===== config.mk =====
export PLATFORM = sky130hd
export DESIGN_NAME = turfio_link_sequencer
export DESIGN_NICKNAME = d
export VERILOG_FILES = /design/src/rtl/turfio_seq_defs.sv /design/src/rtl/seq_timer.sv /design/src/rtl/turfio_link_sequencer.sv
export SDC_FILE = /design/constraint.sdc
export NUM_CORES = 1
export LEC_CHECK = 0
export CELL_PAD_IN_SITES_DETAIL_PLACEMENT = 1
export CELL_PAD_IN_SITES_GLOBAL_PLACEMENT = 2
export CORE_UTILIZATION = 38
export CTS_CLUSTER_SIZE = 16
export DETAILED_ROUTE_END_ITERATION = 12
export GPL_ROUTABILITY_DRIVEN = 0
export HOLD_SLACK_MARGIN = 0.15
export PLACE_DENSITY = 0.92
export SYNTH_ARGS = -nofsm -noshare
export SYNTH_HDL_FRONTEND = slang
export SYNTH_HIERARCHICAL = 1
export SYNTH_SLANG_ARGS = --single-unit

===== constraint.sdc =====
create_clock -name clk_i -period 12.6 [get_ports clk_i]
set_input_delay 2.52 -clock clk_i [delete_from_list [all_inputs] [get_ports clk_i]]
set_output_delay 2.52 -clock clk_i [all_outputs]
set_load 0.005 [all_outputs]

===== src/rtl/turfio_seq_defs.sv =====
`default_nettype none
// ============================================================================
// turfio_seq_defs : state encodings and field widths for the TURFIO link
//                   sequencer, shared with the PS register-map decode.
// Revision 1.0
// ============================================================================
package turfio_seq_defs;

    localparam int c_STATE_W = 3;
    localparam int c_FAIL_W  = 8;

    localparam logic [c_STATE_W-1:0] c_ST_PMA_INIT   = 3'd0;
    localparam logic [c_STATE_W-1:0] c_ST_PLL_WAIT   = 3'd1;
    localparam logic [c_STATE_W-1:0] c_ST_SCAN       = 3'd2;
    localparam logic [c_STATE_W-1:0] c_ST_LINK_RESET = 3'd3;
    localparam logic [c_STATE_W-1:0] c_ST_LINK_WAIT  = 3'd4;

    function automatic int max_int(input int a, input int b);
        return (a > b) ? a : b;
    endfunction

endpackage
`default_nettype wire


===== src/rtl/seq_timer.sv =====
`default_nettype none
// ============================================================================
// seq_timer : loadable down-counter that holds at zero.
// Revision 1.0
// ============================================================================
module seq_timer #(
    parameter int               WIDTH       = 8,
    parameter logic [WIDTH-1:0] RESET_VALUE = '0
) (
    input  logic             clk_i,
    input  logic             rst_i,
    input  logic             load_i,
    input  logic [WIDTH-1:0] value_i,
    output logic             zero_o
);

    logic [WIDTH-1:0] r_count;

    always_ff @(posedge clk_i or posedge rst_i) begin
        if (rst_i) begin
            r_count <= RESET_VALUE;
        end else if (load_i) begin
            r_count <= value_i;
        end else if (r_count != '0) begin
            r_count <= r_count - 1'b1;
        end
    end

    assign zero_o = (r_count == '0);

endmodule
`default_nettype wire


===== src/rtl/turfio_link_sequencer.sv =====
`default_nettype none
// ============================================================================
// turfio_link_sequencer : PMA/PLL bring-up and round-robin recovery of the
//                         TURFIO Aurora links, with saturating failure counts.
// Revision 1.0
// ============================================================================
module turfio_link_sequencer
    import turfio_seq_defs::*;
#(
    parameter int NUM_LINKS       = 4,
    parameter int PMA_INIT_CYCLES = 100000000,
    parameter int RESET_PB_CYCLES = 128,
    parameter int LOCK_TIMEOUT    = 10000000,
    parameter int PLL_TIMEOUT     = 1000000
) (
    input  logic                            clk_i,
    input  logic                            rst_i,
    input  logic [NUM_LINKS-1:0]            enable_i,
    input  logic                            force_reset_i,
    input  logic                            gt_pll_lock_i,
    input  logic [NUM_LINKS-1:0]            channel_up_i,
    output logic                            pma_init_o,
    output logic [NUM_LINKS-1:0]            reset_pb_o,
    output logic [NUM_LINKS-1:0]            link_ok_o,
    output logic                            busy_o,
    output logic [c_STATE_W-1:0]            state_o,
    output logic [c_FAIL_W*NUM_LINKS-1:0]   fail_count_o
);

    localparam int c_MAX_CYCLES = max_int(max_int(PMA_INIT_CYCLES, RESET_PB_CYCLES),
                                          max_int(LOCK_TIMEOUT, PLL_TIMEOUT));
    localparam int c_TMR_W = (c_MAX_CYCLES > 1) ? $clog2(c_MAX_CYCLES) : 1;
    localparam int c_SEL_W = (NUM_LINKS > 1) ? $clog2(NUM_LINKS) : 1;

    localparam logic [c_TMR_W-1:0] c_LD_PMA  = c_TMR_W'(PMA_INIT_CYCLES - 1);
    localparam logic [c_TMR_W-1:0] c_LD_PLL  = c_TMR_W'(PLL_TIMEOUT - 1);
    localparam logic [c_TMR_W-1:0] c_LD_RPB  = c_TMR_W'(RESET_PB_CYCLES - 1);
    localparam logic [c_TMR_W-1:0] c_LD_LOCK = c_TMR_W'(LOCK_TIMEOUT - 1);

    logic [c_STATE_W-1:0] r_state;
    logic [c_STATE_W-1:0] w_next;
    logic [c_SEL_W-1:0]   r_sel;
    logic [c_SEL_W-1:0]   w_sel_next;
    logic [c_SEL_W-1:0]   w_pick;
    logic [c_SEL_W-1:0]   w_idx;
    logic                 w_found;
    logic                 w_tmr_load;
    logic [c_TMR_W-1:0]   w_tmr_value;
    logic                 w_tmr_zero;
    logic                 w_fail_inc;
    logic                 w_in_link_state;
    logic [NUM_LINKS-1:0] w_down;

    logic                 w_pma;
    logic [NUM_LINKS-1:0] w_rpb;
    logic                 w_busy;

    logic                 r_pma;
    logic [NUM_LINKS-1:0] r_rpb;
    logic [NUM_LINKS-1:0] r_link_ok;
    logic                 r_busy;
    logic [c_STATE_W-1:0] r_state_dbg;
    logic [c_FAIL_W-1:0]  r_fail [NUM_LINKS];

    seq_timer #(
        .WIDTH       (c_TMR_W),
        .RESET_VALUE (c_LD_PMA)
    ) u_timer (
        .clk_i   (clk_i),
        .rst_i   (rst_i),
        .load_i  (w_tmr_load),
        .value_i (w_tmr_value),
        .zero_o  (w_tmr_zero)
    );

    assign w_down          = enable_i & ~channel_up_i;
    assign w_in_link_state = (r_state == c_ST_SCAN) || (r_state == c_ST_LINK_RESET) ||
                             (r_state == c_ST_LINK_WAIT);

    // Walk offsets from farthest to nearest so the link just after r_sel wins.
    always_comb begin
        w_found = 1'b0;
        w_pick  = r_sel;
        w_idx   = r_sel;
        for (int k = NUM_LINKS; k >= 1; k--) begin
            w_idx = c_SEL_W'((int'(r_sel) + k) % NUM_LINKS);
            if (w_down[w_idx]) begin
                w_found = 1'b1;
                w_pick  = w_idx;
            end
        end
    end

    always_ff @(posedge clk_i or posedge rst_i) begin
        if (rst_i) begin
            r_state <= c_ST_PMA_INIT;
            r_sel   <= '0;
        end else begin
            r_state <= w_next;
            r_sel   <= w_sel_next;
        end
    end

    always_comb begin
        w_next      = r_state;
        w_sel_next  = r_sel;
        w_fail_inc  = 1'b0;
        w_tmr_value = '0;
        if (force_reset_i || (!gt_pll_lock_i && w_in_link_state)) begin
            w_next = c_ST_PMA_INIT;
        end else begin
            case (r_state)
                c_ST_PMA_INIT: begin
                    if (w_tmr_zero) w_next = c_ST_PLL_WAIT;
                end
                c_ST_PLL_WAIT: begin
                    if (gt_pll_lock_i)   w_next = c_ST_SCAN;
                    else if (w_tmr_zero) w_next = c_ST_PMA_INIT;
                end
                c_ST_SCAN: begin
                    if (w_found) begin
                        w_next     = c_ST_LINK_RESET;
                        w_sel_next = w_pick;
                    end
                end
                c_ST_LINK_RESET: begin
                    if (!enable_i[r_sel]) w_next = c_ST_SCAN;
                    else if (w_tmr_zero)  w_next = c_ST_LINK_WAIT;
                end
                c_ST_LINK_WAIT: begin
                    // A link coming up on the final count is still a success.
                    if (!enable_i[r_sel] || channel_up_i[r_sel]) begin
                        w_next = c_ST_SCAN;
                    end else if (w_tmr_zero) begin
                        w_next     = c_ST_SCAN;
                        w_fail_inc = 1'b1;
                    end
                end
                default: w_next = c_ST_PMA_INIT;
            endcase
        end
        w_tmr_load = force_reset_i || (w_next != r_state);
        case (w_next)
            c_ST_PMA_INIT:   w_tmr_value = c_LD_PMA;
            c_ST_PLL_WAIT:   w_tmr_value = c_LD_PLL;
            c_ST_LINK_RESET: w_tmr_value = c_LD_RPB;
            c_ST_LINK_WAIT:  w_tmr_value = c_LD_LOCK;
            default:         w_tmr_value = '0;
        endcase
    end

    always_comb begin
        w_pma  = 1'b0;
        w_rpb  = '0;
        w_busy = 1'b1;
        case (r_state)
            c_ST_PMA_INIT: begin
                w_pma = 1'b1;
                w_rpb = '1;
            end
            c_ST_PLL_WAIT:   w_rpb = '1;
            c_ST_SCAN:       w_busy = 1'b0;
            c_ST_LINK_RESET: w_rpb[r_sel] = 1'b1;
            default:         w_busy = 1'b1;
        endcase
    end

    always_ff @(posedge clk_i or posedge rst_i) begin
        if (rst_i) begin
            r_pma       <= 1'b1;
            r_rpb       <= '1;
            r_link_ok   <= '0;
            r_busy      <= 1'b1;
            r_state_dbg <= c_ST_PMA_INIT;
        end else begin
            r_pma       <= w_pma;
            r_rpb       <= w_rpb;
            r_link_ok   <= enable_i & channel_up_i;
            r_busy      <= w_busy;
            r_state_dbg <= r_state;
        end
    end

    // Only rst_i clears the counts; a forced PMA restart keeps the history.
    always_ff @(posedge clk_i or posedge rst_i) begin
        if (rst_i) begin
            for (int i = 0; i < NUM_LINKS; i++) r_fail[i] <= '0;
        end else if (w_fail_inc && (r_fail[r_sel] != {c_FAIL_W{1'b1}})) begin
            r_fail[r_sel] <= r_fail[r_sel] + 1'b1;
        end
    end

    generate
        for (genvar gi = 0; gi < NUM_LINKS; gi++) begin : g_fail_pack
            assign fail_count_o[gi*c_FAIL_W +: c_FAIL_W] = r_fail[gi];
        end
    endgenerate

    assign pma_init_o = r_pma;
    assign reset_pb_o = r_rpb;
    assign link_ok_o  = r_link_ok;
    assign busy_o     = r_busy;
    assign state_o    = r_state_dbg;

endmodule
`default_nettype wire

# == Word-level counts from Yosys, hierarchy flattened ==
# Cells that the tools add are included.
# word_totals
rom_bits,0
wordCells,107
output_inout_bits,45
input_bits,12
latchBits,0
reg_bits,77
mem_bits_rw,0
memories,0
# op_classes
bitwise,5
n_reduce_logical,19
mux,48
multipliers,0
magnitude_cmp,8
n_addsub,6
div,0
shift,0
eq_ne,9
# ops
op,count
$pmux 27 s4,1
$mux 27,2
$bwmux 32,1
$logic_not 27->1,1
$mux 3,9
$reduce_bool 27->1,1
$sub 27x1->27 const B,1
$mux 8,3
$mux 1,17
$bmux 8 s2,1
$demux 8 s2,1
$lt 2x3->1 const B,5
$pmux 3 s5,1
$bmux 1 s2,6
$eq 3x2->1 const B,3
$add 8x1->8 const B,1
$and 4x4->4,2
$mux 2,4
$ne 8x8->1 const B,1
$pmux 4 s2,1
$eq 3x1->1 const B,2
$eq 3x3->1 const B,2
$logic_not 3->1,2
$logic_or 1x1->1,5
other kinds (16),22

# == Depth between registers and ports, before layout ==
# depth
ltp_word,14
mapped_depth,17

# == Modules after synthesis ==
# Netlist, hierarchy kept.
# modules_own_cells
mod,area_each_um2,cells_each,instances,seq_area_each_um2
turfio_link_sequencer,2657.5,248,1,1258.7
seq_timer,1579.0,161,1,699.4

# == Worst setup path after synthesis ==
# No wires, ideal clock.
# synth_path
kind,input to register
from,input channel_up_i[3]
to,register u_timer.r_count[10]
arrival_time_ns,4.532
stages,10
setup_slack_ns,7.973
path_cell_list,mux4_2 -> nand2b_2 -> o221ai_2 -> a211oi_1 -> o221ai_1 -> clkbuf_1 -> clkbuf_1 -> clkbuf_1 -> nand2_1 -> o31ai_1
# synth_via
elab_chain_len,14
# synth_rtl
item,line,rtl
start: declaration,turfio_link_sequencer.sv:21,"input logic [NUM_LINKS-1:0] channel_up_i,"
$not 4->4,turfio_link_sequencer.sv:76,assign w_down = enable_i & ~channel_up_i;
$and 4x4->4,turfio_link_sequencer.sv:76,
$bmux 1 s2,turfio_link_sequencer.sv:87,if (w_down[w_idx]) begin
$mux 1 (not written as such),turfio_link_sequencer.sv:87,
$mux 1 (4 in a row),turfio_link_sequencer.sv:87,
$mux 3,turfio_link_sequencer.sv:121,if (w_found) begin
$pmux 3 s5 (*),turfio_link_sequencer.sv:112,case (r_state)
$mux 3 (*),turfio_link_sequencer.sv:109,if (force_reset_i || (!gt_pll_lock_i && w_in_link_state)) begin
$ne 3x3->1 (*),turfio_link_sequencer.sv:142,w_tmr_load = force_reset_i || (w_next != r_state);
$logic_or 1x1->1 (*),turfio_link_sequencer.sv:142,
named net w_tmr_load,turfio_link_sequencer.sv:47,logic w_tmr_load;
$mux 27 or $reduce_bool 2->1 (tied branches),-,
end signal: assignment,seq_timer.sv:23,r_count <= value_i;
end signal: assignment,seq_timer.sv:25,r_count <= r_count - 1'b1;
end: declaration,seq_timer.sv:17,logic [WIDTH-1:0] r_count;
# The timed path passes the listed nets; every way through them passes the cells marked *. The select of a mux whose other input is x is not followed.
# A chain may end at the register's enable or synchronous reset.

# == Worst setup path after layout ==
# layout_path
from,input enable_i[3]
to,register u_timer.r_count[25]
# layout_via
elab_chain_len,13
# layout_rtl
item,line,rtl
start: declaration,turfio_link_sequencer.sv:18,"input logic [NUM_LINKS-1:0] enable_i,"
$and 4x4->4,turfio_link_sequencer.sv:76,
$bmux 1 s2,turfio_link_sequencer.sv:87,
$mux 1 (not written as such),turfio_link_sequencer.sv:87,
$mux 1 (4 in a row),turfio_link_sequencer.sv:87,
$mux 3,turfio_link_sequencer.sv:121,
$pmux 3 s5 (*),turfio_link_sequencer.sv:112,
$mux 3 (*),turfio_link_sequencer.sv:109,
$ne 3x3->1 (*),turfio_link_sequencer.sv:142,
$logic_or 1x1->1 (*),turfio_link_sequencer.sv:142,
named net w_tmr_load,turfio_link_sequencer.sv:47,
$mux 27 or $reduce_bool 2->1 (tied branches),-,
# Marked as above.

==> flow_summary.ini <==
[status]
outcome = completed

[logic_synthesis]
synthArstFlopShare_pct = 100
synth-edff-count = 0
synth_top_area_share_pct = 30.7
ys_seq_elements = 77
synthFlopType = dfrtp_1
synth.area.top_cells = dfrtp_1 (31%), dfstp_2 (16%), nand2_1 (5.8%), mux4_2 (4.3%), o31ai_1 (4.1%)
avgSynthCellArea_um2 = 10.4
ys_types = 62
synth_warnings = 6
synth_area_leader_cell = dfrtp_1
synth_cells = 409
yosysSeqAreaShare_pct = 46.2
synth_area_mm2 = 0.00424

[placement]
place_inst = 587
place_area_mm2 = 0.00490
port-buffer-count = 56
dp_hpwl_um = 7720

[sta]
holdWs_ns = 0.513
max_freq_mhz = 200
hold_viol_final = 0
rsz0062_at_grt = no
worst_pin_slew_ns = 1.06
min_period_ns = 5.01
maxSlewHeadroom_pct = 29.0
period_share_pct = 39.7
clock_skew_ns = 0.0151
drv_slew = 0
finalSetupViolCount = 0
fin_tns_setup_ns = 0

[final_layout]
drive_above_1_share_pct = 17.3
nNetsFinal = 476
final_common_cell = nand2_1
mostFrequentLayoutCells = nand2_1 (65), clkdlybuf4s50_1 (56), dfrtp_1 (52), dfstp_2 (25), o31ai_1 (23)
instances_no_fill = 603
fillers = 1236
diodes = 0
design_area_mm2 = 0.00507
syn2layout_area_growth_pct = 19.7

[clock_network]
cts_hold_buf = 0
cts.repair.resized = 0
post_cts_buffers = 0
clkSinkCount = 77
clock_latency_ns = 0.36
root_buffer = clkbuf_8
clk_pin_slew_ns = 0.09
htree_levels = 3
cts_tree = done
clockBufferDepth = 2
cts_buffers = 9

[power_and_ir_drop]
combPwrFrac_pct = 8.2
switchingPower_mw = 0.125
vdd_drop_max_mv = 0.0435
leakage_nw = 2.00
total_power_mw = 0.471
p_clk_share_pct = 35.8
p_sw_share_pct = 26.5
internal_power_mw = 0.346
sequentialPowerShare_pct = 56.0
power_density_mw_per_mm2 = 92.8

[floorplan]
initial_utilization_pct = 39.1
io_pins = 57
row_count = 38
die-area_mm2 = 0.0116
core_mm2 = 0.0108
die_h_um = 108
die_w_um = 108

[grt]
overflow = 0
grt_max_degree = 54
track_usage_pct = 21.1
grt_pass1_wl_um = 18600
grt_pass1_vias = 3585
antenna_found_initial = 0

[critical_path]
startpoint_type = input port
critPathKind = in -> reg
worstReg2RegStart = u_timer/r_count[0]$_DFFE_PP1P_
max_stage_delay_ns = 0.58
slowest_stage = mux4_2
critPathCaptureType = register
crit_start = enable_i[3]
r2r-end = u_timer/r_count[25]$_DFFE_PP0P_
critical_path_required_ns = 12.89
r2r_slack_ns = 8.51
reg2reg_depth = 12
crit_end = u_timer/r_count[25]$_DFFE_PP0P_
path_cells = clkdlybuf4s50_1, mux4_2, nand2b_2, o221ai_2, a211oi_1, o221ai_4, buf_4, a2111oi_0, a221o_1
critPathMaxFanout = 53
crit_arrival_ns = 5.30

[route]
via_count = 3297
wl_um = 11000
drc = 0
drt_pass1_iterations = 4
final_antenna_net_count = 0
drt-initial-drc-count = 139
vias_per_cell = 5.47
wire_per_inst_um = 18.3

[run]
maxCapViolCount = 0

[worst_hold_path]
hp-class = reg -> reg
[registers in the layout, indices dropped and copies added (netlist names)]
name             cells
u_timer/r_count     27
link_ok_o            4
r_sel                2
state_o              3
busy_o               1
pma_init_o           1
reset_pb_o           4
fail_count_o        32
r_state              3
[worst max-delay path, delay by kind of cell]
family	cells	cell delay, ns
buffers and inverters	2	0.75
AO/OA/AOI/OAI	5	1.29
AND/OR/NAND/NOR	1	0.14
multiplexers	1	0.58
[power by group through the flow]
stage | combinational, mW | sequential [mW] | clock [mW]
finish | 0.0385 | 0.264 | 0.169
global route | 0.0430 | 0.265 | 0.186
CTS | 0.0390 | 0.264 | 0.175
detailed placement | 0.0387 | 0.268 | 0
global placement | 0.0371 | 0.267 | 0
floorplan | 0.0270 | 0.266 | 0
[worst min path at each step]
stage                                       from                           end  depth (start not counted)
floorplan                   r_state[0]$_DFF_PP0_          state_o[0]$_DFF_PP0_                          0
global placement    fail_count_o[28]$_DFFE_PP0P_  fail_count_o[28]$_DFFE_PP0P_                          2
detailed placement  fail_count_o[14]$_DFFE_PP0P_  fail_count_o[14]$_DFFE_PP0P_                          2
CTS                  fail_count_o[8]$_DFFE_PP0P_   fail_count_o[8]$_DFFE_PP0P_                          2
global route         fail_count_o[8]$_DFFE_PP0P_   fail_count_o[8]$_DFFE_PP0P_                          2
finish               fail_count_o[8]$_DFFE_PP0P_   fail_count_o[8]$_DFFE_PP0P_                          2
[synth_stat cells (all sizes together) (2+ instances only)]
| library cell | n |
|---|---|
| dfrtp | 52 |
| nor3b | 2 |
| o221ai | 2 |
| nor4 | 4 |
| or2 | 3 |
| o31ai | 23 |
| ha | 6 |
| a21o | 2 |
| nor2b | 7 |
| nand4 | 4 |
| and3 | 3 |
| nand2 | 65 |
| or3 | 3 |
| nand3 | 9 |
| o211ai | 4 |
| xor2 | 11 |
| a21oi | 11 |
| or4b | 2 |
| and2 | 4 |
| nor4b | 5 |
| or4 | 6 |
| xnor2 | 17 |
| o21ai | 33 |
| buf | 10 |
| nand3b | 3 |
| nand2b | 3 |
| clkbuf | 13 |
| a211oi | 4 |
| inv | 10 |
| nor3 | 16 |
| mux2 | 8 |
| dfstp | 25 |
| mux4 | 10 |
| nor2 | 14 |
| or3b | 2 |
| mux2i | 3 |
[cell type report]
type	instances	area, µm²	area share, %
clock inverters	5	37.5	0.740
clock buffers	11	131	2.59
flip-flops and latches	77	1960	38.6
repair buffers	59	583	11.5
well taps	140	175	3.45
multi-input cells	301	2150	42.4
inverters	10	37.5	0.740
[routing by layer]
metal	GRT usage, %	share of wire [%]	vias to the layer above	wire [µm]
li1	-	-	1574	-
met2	34.0	48	56	5330
met5	0	0	-	0
met1	27.9	48	1652	5250
met3	4.30	2.2	15	244
met4	7.83	1.7	0	189
[cell families after synthesis]
kind of cell / count (synthesis) / share of synthesized area (%)
AND/OR/NAND/NOR: 156 / 19.8
AO/OA/AOI/OAI: 87 / 14.2
flip-flops: 77 / 46.2
buffers and inverters: 33 / 3.63
XOR/XNOR: 28 / 5.97
multiplexers: 21 / 8.33
adder cells (fa/ha/maj): 6 / 1.77
other: 1 / 0.0885
[metrics by stage]
stage | setup WS (ns) | util [%]
after global routing | 7.39 | 46.8
after floorplan | 7.97 | -
after detailed placement | 7.25 | 45.2
after global placement | 7.34 | 45.2
after CTS | 7.63 | 46.8
final | 7.59 | 46.8
(Power assumes the default switching activity.)
